`config.mk`:
```
export PLATFORM = sky130hd
export DESIGN_NAME = msg_scroll_buffer_flat
export DESIGN_NICKNAME = d
export VERILOG_FILES = /design/src/rtl/msg_scroll_buffer_if.sv /design/src/rtl/msg_scroll_buffer.sv /design/src/flat_wrapper.sv
export SDC_FILE = /design/constraint.sdc
export NUM_CORES = 1
export LEC_CHECK = 0
export ABC_AREA = 1
export CORE_UTILIZATION = 35
export DETAILED_ROUTE_END_ITERATION = 12
export SYNTH_ARGS = -nofsm -noshare
export SYNTH_HDL_FRONTEND = slang
export SYNTH_SLANG_ARGS = --single-unit
export TNS_END_PERCENT = 100
```
`constraint.sdc`:
```
create_clock -name clk -period 5.3 [get_ports clk]
set_input_delay 0.795 -clock clk [delete_from_list [all_inputs] [get_ports clk]]
set_output_delay 0.795 -clock clk [all_outputs]
set_load 0.01 [all_outputs]
```
`src/rtl/msg_scroll_buffer_if.sv`:
```
`default_nettype none
// +--------------------------------------------------------------------------+
// | msg_scroll_buffer_if : control/status bundle for the message scroller.   |
// | Revision: 1.0                                                            |
// +--------------------------------------------------------------------------+
interface msg_scroll_buffer_if #(
   parameter int DEPTH  = 16,
   parameter int DIGITS = 8
);
   logic                    en;
   logic                    dir;
   logic                    wr_en;
   logic [3:0]              wr_char;
   logic                    clear;
   logic [DIGITS*4-1:0]     window;
   logic [$clog2(DEPTH):0]  len;
   logic                    full;
   logic                    tick;

   modport master (
      output en, dir, wr_en, wr_char, clear,
      input  window, len, full, tick
   );

   modport slave (
      input  en, dir, wr_en, wr_char, clear,
      output window, len, full, tick
   );
endinterface
`default_nettype wire

```
`src/rtl/msg_scroll_buffer.sv`:
```
`default_nettype none
// +--------------------------------------------------------------------------+
// | msg_scroll_buffer : loadable 4-bit character message, scrolled through   |
// | a registered DIGITS-wide window at a prescaled tick rate.                |
// | Revision: 1.0                                                            |
// +--------------------------------------------------------------------------+
module msg_scroll_buffer #(
   parameter int         DEPTH    = 16,
   parameter int         DIGITS   = 8,
   parameter int         TICK_DIV = 50_000_000,
   parameter logic [3:0] BLANK    = 4'd4
) (
   input  wire logic          clk,
   input  wire logic          reset,
   msg_scroll_buffer_if.slave bus
);
   localparam int AW = $clog2(DEPTH);
   localparam int LW = AW + 1;
   localparam int CW = $clog2(TICK_DIV);
   localparam logic [LW-1:0] DIGITS_L = LW'(DIGITS);
   localparam logic [LW-1:0] DEPTH_L  = LW'(DEPTH);
   localparam logic [CW-1:0] LAST_CNT = CW'(TICK_DIV - 1);

   logic [3:0]          mem [DEPTH];
   logic [LW-1:0]       len_q;
   logic [AW-1:0]       head;
   logic [CW-1:0]       count;
   logic                tick_q;
   logic [DIGITS*4-1:0] window_q;

   logic [LW-1:0]       eff_len;
   logic [LW-1:0]       head_inc;
   logic [LW-1:0]       idx;
   logic [AW-1:0]       step_left;
   logic [AW-1:0]       step_right;
   logic [DIGITS*4-1:0] window_next;
   logic                full;
   logic                accept;

   assign full   = (len_q == DEPTH_L);
   assign accept = bus.wr_en && !full;

   always_comb begin
      eff_len     = (len_q > DIGITS_L) ? len_q : DIGITS_L;
      head_inc    = {1'b0, head} + LW'(1);
      step_left   = (head_inc == eff_len) ? '0 : head_inc[AW-1:0];
      step_right  = (head == '0) ? AW'(eff_len - LW'(1)) : head - AW'(1);
      idx         = '0;
      window_next = '0;
      // head < EL and k < EL, so one conditional subtract performs the modulo
      for (int k = 0; k < DIGITS; k++) begin
         idx = {1'b0, head} + LW'(k);
         if (idx >= eff_len)
            idx = idx - eff_len;
         window_next[4*k +: 4] = (idx < len_q) ? mem[idx[AW-1:0]] : BLANK;
      end
   end

   always_ff @(posedge clk or posedge reset) begin
      if (reset) begin
         for (int i = 0; i < DEPTH; i++)
            mem[i] <= BLANK;
         len_q    <= '0;
         head     <= '0;
         count    <= '0;
         tick_q   <= 1'b0;
         window_q <= {DIGITS{BLANK}};
      end else begin
         window_q <= window_next;
         if (bus.clear) begin
            for (int i = 0; i < DEPTH; i++)
               mem[i] <= BLANK;
            len_q  <= '0;
            head   <= '0;
            count  <= '0;
            tick_q <= 1'b0;
         end else begin
            if (accept) begin
               mem[len_q[AW-1:0]] <= bus.wr_char;
               len_q              <= len_q + LW'(1);
            end
            if (tick_q)
               head <= bus.dir ? step_right : step_left;
            if (bus.en) begin
               tick_q <= (count == LAST_CNT);
               count  <= (count == LAST_CNT) ? '0 : count + CW'(1);
            end else begin
               tick_q <= 1'b0;
            end
         end
      end
   end

   assign bus.window = window_q;
   assign bus.len    = len_q;
   assign bus.full   = full;
   assign bus.tick   = tick_q;
endmodule
`default_nettype wire

```
`src/flat_wrapper.sv`:
```
// flat-port wrapper written by rule: the top's interface ports become plain ports
module msg_scroll_buffer_flat 
#(
   parameter int         DEPTH    = 16,
   parameter int         DIGITS   = 8,
   parameter int         TICK_DIV = 50_000_000,
   parameter logic [3:0] BLANK    = 4'd4
)
  (clk, reset, bus_en, bus_dir, bus_wr_en, bus_wr_char, bus_clear, bus_window, bus_len, bus_full, bus_tick);
  msg_scroll_buffer_if #(.DEPTH(DEPTH), .DIGITS(DIGITS)) bus_i ();
  input  wire logic clk;
  input  wire logic reset;
  input wire logic [$bits(bus_i.en)-1:0] bus_en;
  input wire logic [$bits(bus_i.dir)-1:0] bus_dir;
  input wire logic [$bits(bus_i.wr_en)-1:0] bus_wr_en;
  input wire logic [$bits(bus_i.wr_char)-1:0] bus_wr_char;
  input wire logic [$bits(bus_i.clear)-1:0] bus_clear;
  output wire logic [$bits(bus_i.window)-1:0] bus_window;
  output wire logic [$bits(bus_i.len)-1:0] bus_len;
  output wire logic [$bits(bus_i.full)-1:0] bus_full;
  output wire logic [$bits(bus_i.tick)-1:0] bus_tick;
  assign bus_i.en = bus_en;
  assign bus_i.dir = bus_dir;
  assign bus_i.wr_en = bus_wr_en;
  assign bus_i.wr_char = bus_wr_char;
  assign bus_i.clear = bus_clear;
  assign bus_window = bus_i.window;
  assign bus_len = bus_i.len;
  assign bus_full = bus_i.full;
  assign bus_tick = bus_i.tick;
  msg_scroll_buffer #(.DEPTH(DEPTH), .DIGITS(DIGITS), .TICK_DIV(TICK_DIV), .BLANK(BLANK)) u_core (.clk(clk), .reset(reset), .bus(bus_i));
endmodule
```
== After elaboration in Yosys (flattened, before gate mapping) ==
Index checks and enable logic that the tools add are counted.

* Add/sub/neg operators: 19
* $lt $le $gt $ge: 27
* $mul: 0
* Shift-type cells: 0
* Mux-type cells: 58
* Reductions and logical operators: 7
* Bitwise gates (word level): 9
* Eq/ne operators: 3
* Div/mod/pow operators: 0

{| class="wikitable"
|+ Operator list
! operator !! number
|-
| binary-select mux 4 bit (select 4 bit) || 8
|-
| 2-to-1 mux 64 bit || 2
|-
| 2-to-1 mux 4 bit || 30
|-
| 2-to-1 mux 26 bit || 3
|-
| bitwise mux 64 bit || 1
|-
| 2-to-1 mux 5 bit || 11
|-
| greater-or-equal comparator 5 bit (second input constant) || 9
|-
| inverter 4 -> 5 bit || 9
|-
| less-than comparator 5 bit || 8
|-
| greater-or-equal comparator 5 bit || 7
|-
| subtractor 5 bit || 7
|-
| adder 26 x 1 -> 26 bit (second input constant) || 1
|-
| equality test 26 bit (second input constant) || 1
|-
| adder 4 x 3 -> 5 bit (second input constant) || 4
|-
| demux 4 bit (select 4 bit) || 1
|-
| adder 4 x 2 -> 5 bit (second input constant) || 2
|-
| subtractor 4 x 1 -> 4 bit (second input constant) || 2
|-
| nonzero test 2 bit || 3
|-
| adder 4 x 1 -> 5 bit (second input constant) || 1
|-
| adder 5 x 1 -> 5 bit (second input constant) || 1
|-
| equality test 5 bit || 1
|-
| equality test 5 bit (second input constant) || 1
|-
| greater-or-equal comparator 4 x 5 -> 1 bit || 1
|-
| greater-than comparator 5 x 4 -> 1 bit (second input constant) || 1
|-
| other kinds (6) || 8
|}

* RAM bits: 0
* Bits in latches: 0
* Output and inout port bits: 39
* Memories: 0
* Register bits: 132
* Memory bits (read-only): 0

== Logic depth before layout (Yosys ltp) ==
Gate-level depths: netlist of run 1.

* Word-level depth: 9
* Depth in mapped cells: 27

== Worst setup path before layout of run 1 ==
No wires, ideal clock.

* Path kind: reg-to-reg
* From: reg u_core.head[1]
* To: reg u_core.window_q[28], in the netlist u_core.bus.window[28]
* Period minus slack after synthesis: 3.833 ns
* Path slack: 1.467 ns
* Data arrival time: 3.761 ns
* Cell stages (with the launch flop): 21
* Cells stage by stage: dfrtp_1 inv_4 ha_1 clkbuf_1 inv_1 ha_1 inv_1 nor2_1 o21ai_1 nand2_1 nand3_1 nand2_1 buf_6 o21ai_2 inv_2 ha_1 a21oi_1 o21ai_0 a21oi_1 nand2_1 nor2_1

* Word-level cells in the longest chain between the ends: 8
* Elaborated cells between the ends (all ways): 10

{| class="wikitable"
|+ Ends and longest elaborated chain
! element !! line !! RTL
|-
| from (decl) || msg_scroll_buffer.sv:26 || <nowiki>logic [AW-1:0] head;</nowiki>
|-
| from (signal assigned) || msg_scroll_buffer.sv:83 || <nowiki>head <= bus.dir ? step_right : step_left;</nowiki>
|-
| adder 4 x 3 -> 5 bit (*) || msg_scroll_buffer.sv:52 || <nowiki>idx = {1'b0, head} + LW'(k);</nowiki>
|-
| subtractor 5 bit or greater-or-equal comparator 5 bit (tied branches) || msg_scroll_buffer.sv:54, msg_scroll_buffer.sv:53 ||
|-
| 2-to-1 mux 5 bit (*) || msg_scroll_buffer.sv:53 || <nowiki>if (idx >= eff_len)</nowiki>
|-
| inverter 4 -> 5 bit (not written as such) || msg_scroll_buffer.sv:55 || <nowiki>window_next[4*k +: 4] = (idx < len_q) ? mem[idx[AW-1:0]] : BLANK;</nowiki>
|-
| binary-select mux 4 bit (select 4 bit) || msg_scroll_buffer.sv:55 ||
|-
| 2-to-1 mux 4 bit (not written as such) (2 in a row) || msg_scroll_buffer.sv:55 ||
|-
| 2-to-1 mux 4 bit (*) || msg_scroll_buffer.sv:55 ||
|-
| via u_core.window_next[28] || msg_scroll_buffer.sv:36 || <nowiki>logic [DIGITS*4-1:0] window_next;</nowiki>
|-
| to (signal assigned) || msg_scroll_buffer.sv:67 || <nowiki>window_q <= {DIGITS{BLANK}};</nowiki>
|-
| to (signal assigned) || msg_scroll_buffer.sv:69 || <nowiki>window_q <= window_next;</nowiki>
|-
| to (decl) || msg_scroll_buffer.sv:29 || <nowiki>logic [DIGITS*4-1:0] window_q;</nowiki>
|}

The timed path passes the listed nets; every way through them passes the cells marked *. The select of a mux whose other input is x is not followed.
A chain may end at the register's enable or synchronous reset.

== Final worst setup path of run 1 ==
* From: reg u_core.len_q[1], in the netlist u_core.bus.len[1]
* To: reg u_core.window_q[12], in the netlist u_core.bus.window[12]

* Word-level cells in the longest chain between the ends: 9
* Elaborated cells between the ends (all ways): 11

{| class="wikitable"
|+ Ends and longest elaborated chain
! element !! line !! RTL
|-
| from (decl) || msg_scroll_buffer.sv:25 || <nowiki>logic [LW-1:0] len_q;</nowiki>
|-
| from (signal assigned) || msg_scroll_buffer.sv:80 || <nowiki>len_q <= len_q + LW'(1);</nowiki>
|-
| greater-than comparator 5 x 4 -> 1 bit || msg_scroll_buffer.sv:44 || <nowiki>eff_len = (len_q > DIGITS_L) ? len_q : DIGITS_L;</nowiki>
|-
| 2-to-1 mux 5 bit || msg_scroll_buffer.sv:44 ||
|-
| subtractor 5 bit or greater-or-equal comparator 5 bit (tied branches) || msg_scroll_buffer.sv:54, msg_scroll_buffer.sv:53 ||
|-
| 2-to-1 mux 5 bit || msg_scroll_buffer.sv:53 ||
|-
| inverter 4 -> 5 bit (not written as such) || msg_scroll_buffer.sv:55 ||
|-
| binary-select mux 4 bit (select 4 bit) || msg_scroll_buffer.sv:55 ||
|-
| 2-to-1 mux 4 bit (not written as such) (2 in a row) || msg_scroll_buffer.sv:55 ||
|-
| 2-to-1 mux 4 bit (*) || msg_scroll_buffer.sv:55 ||
|-
| via u_core.window_next[12] || msg_scroll_buffer.sv:36 ||
|}

Marked as above.

==> flow_summary.toml, run 1 <==
[setup_path]
criticalPathCategory = "reg2reg"
reg2reg_depth = 22
start_kind = "flop"
cp.required_ps = 5670
worstPathMaxFanout = 11
worstSetupEndpointType = "flop"
arrival_ps = 4980

[global_route]
grtUsageTotal = 0.289
grt_max_degree = 58
grt_overflow = 0
grt_pass1_vias = 14000
antenna_found_initial = 0
grt_pass1_wl_mm = 85.5

[detailed_routing]
via_count = 15200
viasPerCell = 5.82
drc = 0
totalWireLength_mm = 56.0
dr.pass1.iters = 8
wl_per_cell_um = 21.4
drtAntennaViolNets = 0
drtIter0Drc = 1770

[die]
rows = 71
coreArea_um2 = 37800
die_w_um = 199
initial_core_util = 0.358
die_h_um = 199
die_area_um2 = 39500
io_pins = 49

[sta]
final.period_utilization = 0.870
fin_setup_tns_ps = 0
hold_viol_final = 0
slew_viol_final = 0
worst_pin_slew_ps = 1060
fin_hold_ws_ps = 485
final.setup.worst_slack_ps = 688
fin_skew_ps = 11.5
fin_crit_ps = 4610
rsz0062_at_grt = "no"
max_slew_margin = 0.290
finalSetupViolCount = 0
fmax_mhz = 217

[yosys]
ys_seq_elements = 132
synth_edf_count = 0
ys_warn_count = 0
post_synth_num_cell_types = 54
syn_area_um2 = 13500
avgSynthCellArea_um2 = 6.43
synth_nets = 2193
ys_seq_area_frac = 0.246
synth_cells = 2105
synthFlopType = "dfrtp_1"
async_flop_share = 1.00

[place]
dp.cells = 2586
place_ws_ps = 719
placed_cell_area_um2 = 14300
port_buffers = 48
place_congestion = 1.05
dp_hpwl_mm = 41.5

[worst_hold_path]
hp-class = "reg2reg"
min_path_cells = 1

[clock_tree]
cts_inserted_buffers = 17
cts_resized = 0
cts_setup_buffers = 0
clock_path_buffers = 2
hold_buffers = 0
htreeDepth = 4
cts_tree = "done"
root_buffer = "clkbuf_16"
insertion_delay_ps = 450
clk_pin_slew_ps = 70
cts_sinks = 132

[pwr]
leakage_nw = 6.25
finalPower_mw = 8.25
ir_worst_vdd_v = 0.000287
powerDensity_nw_per_um2 = 554

[final_layout]
layout-drive-gt1-share = 0.0902
layout.nets = 2182
antennaDiodeCount = 0
synthToLayoutAreaGrowth_pct = 9.95
finalNonFillerCells = 2618
final_util = 0.393
fillers = 4111
fin_area_um2 = 14900

[run_status]
status = "finished clean"

[run]
drv_cap = 0
## area by class of cell
class                   count  area (µm²)  share of cell area
multi-input cells        1694        8950               0.601
clock buffers              19         443              0.0298
inverters                 162         623              0.0419
flip-flops and latches    132        3330               0.224
well taps                 511         639              0.0429
clock inverters            13         115             0.00773
repair buffers             87         786              0.0528
## power breakdown
| group | internal, mW | switching [mW] | total (mW) |
|---|---|---|---|
| sequential | 1.13 | 0.0841 | 1.21 |
| combinational | 1.88 | 3.98 | 5.86 |
| clock | 0.626 | 0.556 | 1.18 |
| total | 3.64 | 4.62 | 8.25 |
## placed cells by master (no fill, tap or decap), drive strengths merged, types with 15 or more instances in the layout
master / count
xnor2: 15
ha: 74
nand2: 667
clkdlybuf4s50: 48
nand3: 399
xor2: 26
a21oi: 73
buf: 39
nor3: 18
inv: 166
nand4: 17
dfstp: 24
o22ai: 29
o21ai: 108
dfrtp: 108
nor2: 143
clkbuf: 19
o211ai: 83
## metal layers
layer  GRT usage  vias to the layer above  share of wire
met5           0                        -              0
met2       0.428                      875           0.43
met1       0.404                     7165           0.42
met3      0.0527                      136           0.11
li1            -                     7059              -
met4       0.137                        0          0.045
## worst max-delay path, cell delays in order, from the launching register on
cell and delay [ps]:
dfrtp_1 430, inv_1 100, ha_1 190, inv_1 70
nor3_1 200, o21ai_0 150, nand2_1 140, inv_1 70
ha_1 420, inv_2 290, nand2_1 130, nor3_1 370
a21boi_4 120, nand2_4 150, o21ai_0 100, o21ai_1 400
inv_2 190, ha_1 320, nand2_1 80, o21ai_0 110
a21oi_2 280, nand2_1 90, nor2_1 130
## synthesized netlist by cell type (3+ instances only)
| master | count | area, µm² |
|---|---|---|
| or2_2 | 3 | 18.8 |
| buf_6 | 7 | 78.8 |
| o211ai_1 | 83 | 623 |
| nand2_1 | 631 | 2370 |
| nand3_1 | 396 | 1980 |
| a31oi_1 | 7 | 43.8 |
| clkinv_1 | 3 | 11.3 |
| xnor2_1 | 14 | 123 |
| nor2_1 | 141 | 529 |
| clkbuf_1 | 45 | 169 |
| fa_1 | 4 | 80.1 |
| inv_4 | 4 | 25.0 |
| and3_1 | 3 | 18.8 |
| nand4_1 | 16 | 100 |
| o21ai_4 | 6 | 97.6 |
| o21ai_2 | 12 | 105 |
| buf_2 | 35 | 175 |
| nor4_1 | 3 | 18.8 |
| inv_2 | 17 | 63.8 |
| ha_1 | 74 | 926 |
| xor2_1 | 23 | 201 |
| o22ai_1 | 29 | 181 |
| nand2_2 | 25 | 156 |
| inv_1 | 138 | 518 |
| nor3_1 | 18 | 90.1 |
| nand2_4 | 11 | 124 |
| buf_4 | 30 | 225 |
| a21oi_2 | 4 | 35.0 |
| nand3_2 | 3 | 30.0 |
| dfrtp_1 | 108 | 2700 |
| o21ai_0 | 76 | 380 |
| a21oi_1 | 69 | 345 |
| dfstp_2 | 24 | 631 |
| a21o_1 | 4 | 30.0 |
| xor2_2 | 3 | 48.8 |
| o21ai_1 | 14 | 70.1 |
| a211oi_1 | 3 | 22.5 |
## state kept, by name, summed over array words and instances, names as in the netlist
name,flops
u_core.count,26
u_core.bus.tick,1
u_core.mem,64
u_core.head,4
u_core.bus.window,32
u_core.bus.len,5
## path summary, 6_finish.rpt
kind,startpoint,to,slack [ps]
max reg2reg,u_core.bus.len[1],u_core.bus.window[12],690
min in group asynchronous,reset,u_core.count[1],790
min reg2reg,u_core.count[6],u_core.count[6],480
max,u_core.bus.len[1],u_core.bus.window[12],690
min,u_core.count[6],u_core.count[6],480
max in group asynchronous,reset,u_core.bus.len[1],3530
## logic make-up (layout without fill, tap and decap cells)
kind of cell,Yosys count,in the layout,share of synthesized area
flip-flops,132,132,0.246
AND/OR/NAND/NOR,1257,1257,0.407
AO/OA/AOI/OAI,318,318,0.151
adder cells (fa/ha/maj),78,78,0.0743
buffers and inverters,279,281,0.0935
XOR/XNOR,41,41,0.0287
No activity file was read; power rests on OpenSTA's default activity.
==> run 2: changes to the inputs <==
Settings changed: CTS_CLUSTER_DIAMETER set to 120.
==> results of run 2 <==
Same layout as run 1: the final DEF is identical, and so are final timing and power.
==> run 3: changes to the inputs <==
Settings changed: SLEW_MARGIN set to 30.
==> run 3 against run 2 <==
Net effect: worst hold slack lost 2.2 ps; setup slack got worse by 16 ps; largest power group unchanged; register-to-register slack got worse by 20 ps; first-iteration DRC count is 4.6% higher; non-clock buffer count unchanged; clock-buffer cell count unchanged.
==> flow_summary.toml, run 3 (same netlist as run 1, synthesis figures left out) <==
[sta]
slew_viol_final = 0
final.setup.worst_slack_ps = 672
fin_setup_tns_ps = 0
final.period_utilization = 0.873
fin_skew_ps = 6.77
finalSetupViolCount = 0
max_slew_margin = 0.383
fin_crit_ps = 4630
fmax_mhz = 216
hold_viol_final = 0
rsz0062_at_grt = "no"
fin_hold_ws_ps = 483
worst_pin_slew_ps = 923

[clock_tree]
cts_resized = 0
cts_setup_buffers = 0
htreeDepth = 4
cts_tree = "done"
hold_buffers = 0
clock_path_buffers = 2
root_buffer = "clkbuf_16"
insertion_delay_ps = 450
cts_inserted_buffers = 17
clk_pin_slew_ps = 70
cts_sinks = 132

[setup_path]
reg2reg_depth = 20
worstSetupEndpointType = "flop"
worstPathMaxFanout = 15
r2r_start = "u_core.bus.len[3]"
criticalPathCategory = "reg2reg"
arrival_ps = 5000
cp.required_ps = 5670
start_kind = "flop"
setup.worst_path.start = "u_core.bus.len[3]"

[run]
drv_cap = 0

[detailed_routing]
drtAntennaViolNets = 0
wl_per_cell_um = 21.3
totalWireLength_mm = 55.8
dr.pass1.iters = 5
drtIter0Drc = 1852
viasPerCell = 5.80
via_count = 15200
drc = 0

[final_layout]
synthToLayoutAreaGrowth_pct = 9.97
final_cell_mix = "631 x nand2_1, 396 x nand3_1, 140 x nor2_1"
largest_reg_flops = 64
antennaDiodeCount = 0
regMostFlops = "u_core.mem"
layout.nets = 2182
fillers = 4160
layout-drive-gt1-share = 0.0907
final_common_cell = "nand2_1"

[run_status]
status = "finished clean"

[global_route]
grt_pass1_wl_mm = 85.3
grt_overflow = 0
grtUsageTotal = 0.288
grt_pass1_vias = 14000
antenna_found_initial = 0
grt_max_degree = 58

[die]
io_pins = 49
rows = 71
die_area_um2 = 39500
die_h_um = 199
die_w_um = 199
initial_core_util = 0.358
coreArea_um2 = 37800

[worst_hold_path]
hp-start = "u_core.count[6]"
hp-class = "reg2reg"
min_path_cells = 1

[place]
port_buffers = 48
dp_hpwl_mm = 41.5
place_congestion = 1.05
place_ws_ps = 740

[pwr]
powerDensity_nw_per_um2 = 554
ir_worst_vdd_v = 0.000301
leakage_nw = 6.25
run 3: cell count changes in the layout (fill, tap and decap cells not counted):
cell | previous run | this run
nor2_1 | 141 | 140
nor2_2 | 1 | 2
run 3: layout make-up:
type,instances,area (µm²),share of cell area
Tap cell,511,639,0.0429
Multi-Input combinational cell,1694,8950,0.601
Timing Repair Buffer,87,786,0.0528
Sequential cell,132,3330,0.224
Clock buffer,19,443,0.0297
Inverter,162,623,0.0418
Clock inverter,13,115,0.00773
run 3: per-layer routing:
layer	GRT usage	wire length [µm]	part of all wire
met5	0	0	0
met3	0.0602	6090	0.11
met1	0.401	23700	0.42
met2	0.425	23600	0.42
met4	0.129	2380	0.043
run 3: final timing paths:
path                            slack [ps]               endpoint
worst min-delay path                   480        u_core.count[6]
worst max register to register         670  u_core.bus.window[12]
worst max-delay path                   670  u_core.bus.window[12]
max in group asynchronous             3530      u_core.bus.len[4]
worst min register to register         480        u_core.count[6]
min in group asynchronous              790        u_core.count[5]
run 3: through the flow:
step	utilization	area [µm²]	std cells	total power, mW
after floorplan	-	13500	2105	5.43
after global placement	0.379	14300	2586	6.91
after detailed placement	0.379	14300	2586	6.95
after CTS	0.393	14900	2618	8.15
after global routing	0.393	14900	2618	8.85
final	0.393	14900	2618	8.24
run 3: where the power goes:
part           switching (mW)  internal (mW)
combinational            3.97           1.88
clock                   0.554          0.626
sequential             0.0853           1.13
run 3: critical path, stage by stage (launching register included):
cell and delay [ps]:
dfrtp_1 550, clkinv_1 150, buf_4 230, o21ai_0 240, nand2_1 140, inv_1 100, ha_1 360, inv_2 290
nand2_1 120, nor3_1 370, a21boi_4 120, nand2_4 150, o21ai_0 110, o21ai_1 410, inv_2 180, ha_1 320
nand2_1 80, o21ai_0 110, a21oi_2 290, nand2_1 90, nor2_1 130
==> RTL change 1, RTL diff (settings of run 1) <==
`DIGITS` is set to 8 in 3 places; all go to 10.
--- a/src/rtl/msg_scroll_buffer_if.sv
+++ b/src/rtl/msg_scroll_buffer_if.sv
@@ -7,3 +7,3 @@
    parameter int DEPTH  = 16,
-   parameter int DIGITS = 8
+   parameter int DIGITS = 10
 );
--- a/src/rtl/msg_scroll_buffer.sv
+++ b/src/rtl/msg_scroll_buffer.sv
@@ -8,3 +8,3 @@
    parameter int         DEPTH    = 16,
-   parameter int         DIGITS   = 8,
+   parameter int         DIGITS   = 10,
    parameter int         TICK_DIV = 50_000_000,
--- a/src/flat_wrapper.sv
+++ b/src/flat_wrapper.sv
@@ -4,3 +4,3 @@
    parameter int         DEPTH    = 16,
-   parameter int         DIGITS   = 8,
+   parameter int         DIGITS   = 10,
    parameter int         TICK_DIV = 50_000_000,
Ports: changed (resized bus_window); port bits go from 49 to 57. No check against the original RTL was run, so the function may have changed too.
==> RTL change 1 against run 1 <==
- critical path depth is 2 lower
- routed wire length increased by 36%
- largest cell class unchanged
- highest routed layer is now met5
- critical path type unchanged
- setup slack lost 95 ps
- power grew 5.4%
- sequential power is 7% higher
- sequential cell count up 8
- cell area is 16% higher
- synthesized area increased by 18%
==> RTL change 1: results (changes against run 1) <==
critical path endpoint=u_core.bus.window[20]$_DFF_PP0_; largest net degree at the start of global routing=66 (+14%); Post-Syn Area per Cell=6.06 sq um (-5.8%); critical path's slowest cell=ha_1; met1 Usage GRT=43.8% (+3.4 points); Nets=2674 (+23%); Post-Route M1 WL=30600 um (+30%); Post-Place Cells=3156 (+22%); drt wl/cell=23.8 um (+11%); M3 GR Usage=7.65% (+2.4 points); Detailed Routing Iterations Pass 1=6 (-2); Seq group=1.29 mW (+7%); status=finished clean; RR Startpoint=u_core.head[1]$_DFFE_PP0P_; Starting DRT DRC Count=2860 (+62%); WHS Endpoint=u_core.mem[42]$_DFFE_PP1P_; Hold Startpoint=u_core.mem[42]$_DFFE_PP1P_; met2 routed WL=32400 um (+36%); Hold Path Depth=2 (+1); GR Util met2=48.9% (+6.1 points); P_int=3.89 mW (+6.9%); sequential share of the synthesized area=22.1% (-2.5 points); Worst Reg-to-Reg Cells=20 (-9.1%); hpwl dp=49800 um (+20%); PortBufs=56 (+17%); xor/xnor share of the synthesized area=1.62% (-1.2 points); max incr delay on CP=730 ps (+300 ps); Yosys cell types=53 (-1.9%); routability cong.=1.00 (-4.0%); Clk pwr share=15.8% (+1.5 points); final cell count without fillers=3188 (+22%); Top Layer Used=met5; Adder-Cell Fraction of Synth Area=6.95% (-0.48 points); Worst R2R Setup Slack=590 ps (-100 ps); Peak supply drop=259 uV (-9.9%); Worst Path Max Fanout=13 (+2)
[RTL change 1: cell count changes after synthesis, moves of 20 or more]
cell      before  now
nor2_1       141  161
clkbuf_1      45   72
o211ai_1      83   17
nand2_1      631  842
o21ai_0       76  103
nand3_1      396  618
[RTL change 1: cell type report]
| cell class | instances | area, sq um | share of cell area [%] |
|---|---|---|---|
| multi-input combinational | 2163 | 11000 | 63.4 |
| clock buffer | 17 | 425 | 2.46 |
| sequential | 140 | 3540 | 20.5 |
| tap | 600 | 751 | 4.35 |
| clock inverter | 15 | 204 | 1.18 |
| timing repair buffer | 80 | 741 | 4.29 |
| inverter | 173 | 654 | 3.79 |
[RTL change 1: per-stage QoR]
stage	area, sq um	hold WS (ps)	util (%)	setup WS (ps)
5_1_grt	17300	528	38.1	302
2_1_floorplan	16000	475	-	795
4_1_cts	17300	513	38.1	741
6_report	17300	514	38.1	593
3_5_place_dp	16600	500	36.7	758
3_3_place_gp	16600	493	36.7	815
==> RTL change 2, RTL diff (flow settings as in run 1) <==
Without the edit above. Make the reset (`reset`) synchronous in one clocked block.
--- a/src/rtl/msg_scroll_buffer.sv
+++ b/src/rtl/msg_scroll_buffer.sv
@@ -58,3 +58,3 @@
 
-   always_ff @(posedge clk or posedge reset) begin
+   always_ff @(posedge clk) begin
       if (reset) begin
Behaviour: differs if reset is asserted again (counterexample within 4 cycles, from zero or initial values and one cycle with reset high); with reset held inactive, the same outputs for 10 cycles.
==> RTL change 2 against run 1 <==
- sequential cell count did not move
- cell area fell by 1.2%
- sequential share of layout area fell by 0.072 points
- routed wire length fell by 6.1%
- cell count rose by 0.73%
- synthesized area fell by 2.3%
- critical path depth rose by 2
- die area fell by 2.3%
- largest cell class unchanged
- setup slack got worse by 190 ps
- non-clock buffer count fell by 1
Power is left out: it rests on default switching activity, and per cell area and clock period it moved more than threefold.
==> RTL change 2: results (changes against run 1) <==
status=finished clean; clk_skew=24.4 ps (+12.9 ps); Worst setup startpoint=u_core.bus.len[1]$_SDFFE_PP0P_; Post-Syn Area per Cell=6.27 sq um (-2.5%); share of layout cells above drive strength 1=7.27% (-1.8 points); Post-synth top cells=704 x nand2_1, 405 x nand3_1, 174 x inv_1, 151 x nor2_1, 75 x ha_1; Async S/R FF share, synth=0% (-100 points); final core occ=39.9% (+0.56 points); Worst R2R Setup Slack=500 ps (-190 ps); hpwl dp=39400 um (-5.3%); Area after DPL=14100 sq um (-1.7%); Slew HR=33.5% (+4.5 points); max incr delay on CP=500 ps (+70 ps); worst hold slack=469 ps (-15.3 ps); WHS Endpoint=u_core.count[25]$_SDFFE_PP0P_; RR Startpoint=u_core.bus.len[1]$_SDFFE_PP0P_; largest net degree at the start of global routing=54 (-6.9%); drt wl/cell=20.0 um (-6.7%); Synth Flop Type=dfxtp_1; Post-Place Cells=2604 (+0.70%); sequential share of the synthesized area=24.8% (+0.21 points); Post-synth EDFFs=64 (+64); first-pass GRT wire length=81200 um (-5.0%); critical path's slowest cell=a211oi_2; Adder-Cell Fraction of Synth Area=7.70% (+0.27 points); Nets=2209 (+1.2%); syn_nets=2198 (+0.23%)
RTL change 2: per-layer routing:
layer / part of all wire (%) / track usage (%)
met3: 8.7 / 4.74
met4: 3.8 / 11.9
met2: 44 / 43.3
met5: 0 / 0
met1: 43 / 37.2
RTL change 2: layout make-up:
class / count / area share (%)
Tap cell: 504 / 4.29
Multi-Input combinational cell: 1692 / 59.1
Timing Repair Buffer: 86 / 5.20
Inverter: 191 / 4.87
Sequential cell: 132 / 22.3
Clock buffer: 17 / 2.89
Clock inverter: 15 / 1.35
RTL change 2: tightest hold or removal path, delay by kind of cell (launching register included):
family | cells | cell delay, ps
flip-flops | 1 | 310
buffers and inverters | 1 | 60
AO/OA/AOI/OAI | 1 | 50
RTL change 2: logic make-up (layout without fill, tap and decap cells):
kind of cell,after synthesis,after routing
buf+inv,285,309
fa+ha+maj,79,79
compound gates,245,245
flops,132,132
simple gates,1338,1338
xor+xnor,30,30
